## src/rtl/fetch_ctrl.sv

```systemverilog
// fetch_ctrl: instruction-fetch sequencer. Owns the PC, reads the word-indexed
// instruction ROM combinationally, and pushes {pc, instr} into a 2-entry FIFO
// consumed by decode over a valid/ready handshake. Redirects flush the FIFO;
// a HALT_WORD fetch parks the sequencer until the next redirect.
module fetch_ctrl #(
   parameter logic [31:0] RESET_PC  = 32'h0000_0000,
   parameter logic [31:0] HALT_WORD = 32'hFFFF_FFFF
) (
   input  logic        clock,
   input  logic        reset,
   output logic [31:0] imem_addr,
   input  logic [31:0] imem_data,
   input  logic        redirect_valid,
   input  logic [31:0] redirect_pc,
   output logic        out_valid,
   input  logic        out_ready,
   output logic [31:0] out_instr,
   output logic [31:0] out_pc,
   output logic        halted,
   output logic [31:0] fetch_count
);

   typedef enum logic [1:0] {
      IDLE   = 2'd0,
      RUN    = 2'd1,
      HALTED = 2'd2
   } state_t;

   state_t      state_q, state_d;
   logic [31:0] pc_q, pc_d;
   logic [1:0]  count_q, count_d;
   logic [31:0] fetch_count_q, fetch_count_d;
   // Slot 0 is always the FIFO head; slot 1 is the entry behind it.
   logic [31:0] e0_pc_q, e0_pc_d, e0_instr_q, e0_instr_d;
   logic [31:0] e1_pc_q, e1_pc_d, e1_instr_q, e1_instr_d;

   logic        pop;
   logic        push;
   logic [1:0]  wr_slot;
   logic        unused_redirect_bits;

   // Redirect targets are word aligned, so the low two bits are ignored.
   assign unused_redirect_bits = ^redirect_pc[1:0];

   assign imem_addr   = {24'b0, pc_q[9:2]};
   assign out_valid   = (count_q != 2'd0);
   assign out_pc      = e0_pc_q;
   assign out_instr   = e0_instr_q;
   assign halted      = (state_q == HALTED);
   assign fetch_count = fetch_count_q;

   // Next-state: FSM, PC, FIFO shift/fill and fetch counter.
   always_comb begin
      state_d       = state_q;
      pc_d          = pc_q;
      count_d       = count_q;
      fetch_count_d = fetch_count_q;
      e0_pc_d       = e0_pc_q;
      e0_instr_d    = e0_instr_q;
      e1_pc_d       = e1_pc_q;
      e1_instr_d    = e1_instr_q;
      wr_slot       = 2'd0;

      pop  = out_valid & out_ready;
      // A redirect suppresses the push; a full FIFO only accepts when draining.
      push = (state_q == RUN) && !redirect_valid &&
             ((count_q < 2'd2) || pop);

      if (redirect_valid) begin
         // Flush wins over everything; a same-cycle pop simply completes.
         count_d = 2'd0;
         pc_d    = {redirect_pc[31:2], 2'b00};
         state_d = RUN;
      end else begin
         case (state_q)
            IDLE:    state_d = RUN;
            RUN:     if (push && (imem_data == HALT_WORD)) state_d = HALTED;
            HALTED:  state_d = HALTED;
            default: state_d = IDLE;
         endcase

         if (pop) begin
            e0_pc_d    = e1_pc_q;
            e0_instr_d = e1_instr_q;
         end

         if (push) begin
            // Write position accounts for the head leaving this same edge.
            wr_slot = count_q - {1'b0, pop};
            if (wr_slot == 2'd0) begin
               e0_pc_d    = pc_q;
               e0_instr_d = imem_data;
            end else begin
               e1_pc_d    = pc_q;
               e1_instr_d = imem_data;
            end
            pc_d          = pc_q + 32'd4;
            fetch_count_d = fetch_count_q + 32'd1;
         end

         count_d = count_q - {1'b0, pop} + {1'b0, push};
      end
   end

   // State registers with asynchronous reset.
   always_ff @(posedge clock or posedge reset) begin
      if (reset) begin
         state_q       <= IDLE;
         pc_q          <= {RESET_PC[31:2], 2'b00};
         count_q       <= 2'd0;
         fetch_count_q <= 32'd0;
         e0_pc_q       <= 32'd0;
         e0_instr_q    <= 32'd0;
         e1_pc_q       <= 32'd0;
         e1_instr_q    <= 32'd0;
      end else begin
         state_q       <= state_d;
         pc_q          <= pc_d;
         count_q       <= count_d;
         fetch_count_q <= fetch_count_d;
         e0_pc_q       <= e0_pc_d;
         e0_instr_q    <= e0_instr_d;
         e1_pc_q       <= e1_pc_d;
         e1_instr_q    <= e1_instr_d;
      end
   end

endmodule
```

## config.mk

```make
export PLATFORM = sky130hd
export DESIGN_NAME = fetch_ctrl
export DESIGN_NICKNAME = d
export VERILOG_FILES = /design/src/rtl/fetch_ctrl.sv
export SDC_FILE = /design/constraint.sdc
export NUM_CORES = 1
export LEC_CHECK = 0
export CAP_MARGIN = 15
export CORE_AREA = 2 2 134 136
export CTS_BUF_LIST = sky130_fd_sc_hd__clkbuf_8
export DETAILED_ROUTE_END_ITERATION = 7
export DIE_AREA = 0 0 136 138
export PLACE_DENSITY = 0.81
export SLEW_MARGIN = 10
export SYNTH_ARGS = -nofsm -noshare
export SYNTH_HDL_FRONTEND = slang
export SYNTH_SLANG_ARGS = --single-unit
```

## constraint.sdc

```tcl
create_clock -name clock -period 8.5 [get_ports clock]
set_input_delay 1.7 -clock clock [delete_from_list [all_inputs] [get_ports clock]]
set_output_delay 1.7 -clock clock [all_outputs]
set_load 0.005 [all_outputs]
```

==> results.md <==
* Setup tns final at 0 ps
* Post_cts resized at 0
* Crit start category: input port
* Pwr per Cell Area at 276 nW/µm²
* Final hold viol count at 0
* Syn Inst Count at 797
* Async SR Flop Fraction at 1.00
* Area grow syn2layout at 24.4%
* Max-slew headroom at 0.312
* Yosys cell types at 44
* Initial Utilization at 0.505
* CP Cell Sequence: buf_2, nand2b_1, nor2_1, buf_4, o21ai_4, buf_4, mux2_2
* Chip width at 136 µm
* Final Util at 0.628
* Synth top area share at 0.543
* Die ar. at 18,800 µm²
* Sink Count at 192
* Delay of the slowest critical-path stage at 660 ps
* Core Box Area at 17,500 µm²
* Synth Flop Type: dfrtp_1
* Clk Latency, worst-skew pair at 460 ps
* Setup Viol. Count Final at 0
* Post-Syn Area per Cell at 11.1 µm²
* Fillers at 1,454
* CP Class: in2reg
* Vias in the first global route at 6,408
* Fmax at 245 MHz
* Drt initial violations at 414
* WL/cell at 16.5 µm
* Synth top area cells: dfrtp_1, mux2_2, mux2i_1
* First-pass GRT wire length at 32,400 µm
* RePlAce Congestion at 0.776
* All-Layer GR Usage at 0.216
* Vias per inst at 5.36
* Worst min-delay path category: reg2reg
* Clock transition at path regs at 90 ps
* CTS tree: done
* Drt drc at 0
* Worst Skew at 10.4 ps
* Via Count at 6,351
* Layout Nets at 1,017
* Slew @ Worst Pin at 1030 ps
* #FFs+latches synth at 192
* RSZ-0062 raised after global routing: false
* Cts bufs inserted at 17
* Final WL at 19,500 µm
* Die Ht at 138 µm
* Port Buf Inserts at 171
* Synth Cell Area at 8850 µm²
* Root Buffer: clkbuf_8
* Final min period at 4090 ps
* Site Rows at 49
* Antenna violations before repair at 0
* Register area share after synthesis at 0.543
* CTS Buffer Depth at 2
* Largest net degree at the start of global routing at 111
* Drt first pass iters at 4
* Worst Path Buf+Inv at 3
* Tcrit/Tclk final at 0.481
* Yosys warns at 0
* Commonest non-fill, non-tap cell in the layout: dfrtp_1
* H-tree depth at 4
* Status: complete, no violations
* Diode count at 0
* Final Max Tran Viols at 0
* CP arrival at 4430 ps
* CTS Hold Bufs at 0
* Leak pwr at 4.57 nW
* Routed Antenna Nets at 0
* Post-synth EDFFs at 0
* Most Frequent Cell on Critical Path: buf_4
* Post-CTS Setup Bufs at 0
* I/O pins at 198
* CP Capture Type: flip-flop
* CP required at 8840 ps
* Fraction of layout cells with a size suffix above 1 at 0.115
* Max_cap viols at 0
* Synth area leader: dfrtp_1
* GR Overflow Total at 0
* Maximum fanout along the worst path at 53
* Delay-heaviest family, CP: buffers and inverters
* DP HPWL at 13,300 µm
* Commonest cells after routing, fill and taps aside: dfrtp_1, clkdlybuf4s50_1, nand2_1
* Worst vdd ir at 0.000129 V
* Slowest stage cell on the critical path: buf_2
==> cells by family (layout without fill, tap and decap cells) <==
group                    after synthesis  in the layout  share of synthesized area
other                                  1             24                   0.000424
multiplexers                         123            123                      0.147
XOR/XNOR                              47             47                     0.0465
AND/OR/NAND/NOR                      230            230                      0.130
AO/OA/AOI/OAI                        112            112                     0.0727
buffers and inverters                 86            222                     0.0522
adder cells (fa/ha/maj)                6              6                    0.00848
flip-flops                           192            192                      0.543
==> sequential cells by signal, summed over array words and instances, names as in the netlist <==
name and count:
fetch_count 32, e1_pc_q 30, e1_instr_q 32, count_q 2, out_pc 32, out_instr 32
state_q 2, pc_q 30
==> power breakdown <==
group / switching, W / internal (W)
sequential: 0.000200 / 0.00123
clock: 0.000315 / 0.000278
combinational: 0.000434 / 0.000580
==> synthesized netlist by cell type, drive strengths merged (12+ instances only) <==
cell and n:
dfrtp 192, xnor2 33, o311ai 12, inv 12, nand2 121, o21ai 85, xor2 14, clkbuf 27
nand4 34, mux2 58, nand3 14, mux2i 65, buf 47
==> per-stage QoR <==
step,hold WS [ps],instance area [µm²],worst slack (ps),instances,total power [W]
2_1_floorplan,450,8940,1570,820,0.00197
3_3_place_gp,462,10600,3920,1152,0.00242
3_5_place_dp,467,10600,3860,1152,0.00247
4_1_cts,479,11000,4360,1184,0.00307
5_1_grt,488,11000,4210,1185,0.00326
6_report,473,11000,4410,1185,0.00304
==> area by class of cell <==
| class | count | area, µm² | share of cell area |
|---|---|---|---|
| multi-input combinational | 542 | 3690 | 0.335 |
| sequential | 192 | 4800 | 0.436 |
| timing repair buffer | 178 | 1780 | 0.162 |
| clock inverter | 13 | 135 | 0.0123 |
| tap | 229 | 287 | 0.0260 |
| clock buffer | 19 | 262 | 0.0237 |
| inverter | 12 | 52.6 | 0.00477 |
==> worst paths after layout <==
check | startpoint | to | slack [ps] | cells after the start
max in group asynchronous | reset | out_pc[26] | 5490 | 4
min | fetch_count[31] | fetch_count[31] | 470 | 1
min in group asynchronous | reset | fetch_count[12] | 1790 | 2
max | redirect_valid | e1_instr_q[17] | 4410 | 7
min reg2reg | fetch_count[31] | fetch_count[31] | 470 | 1
max reg2reg | state_q[1] | e1_instr_q[17] | 5760 | 8
==> routing by layer <==
layer	track usage	routed length, µm
met1	0.300	8870
met2	0.345	9330
met3	0.0466	1040
met4	0.0581	292
met5	0	0
Power figures use the tool's default switching activity.
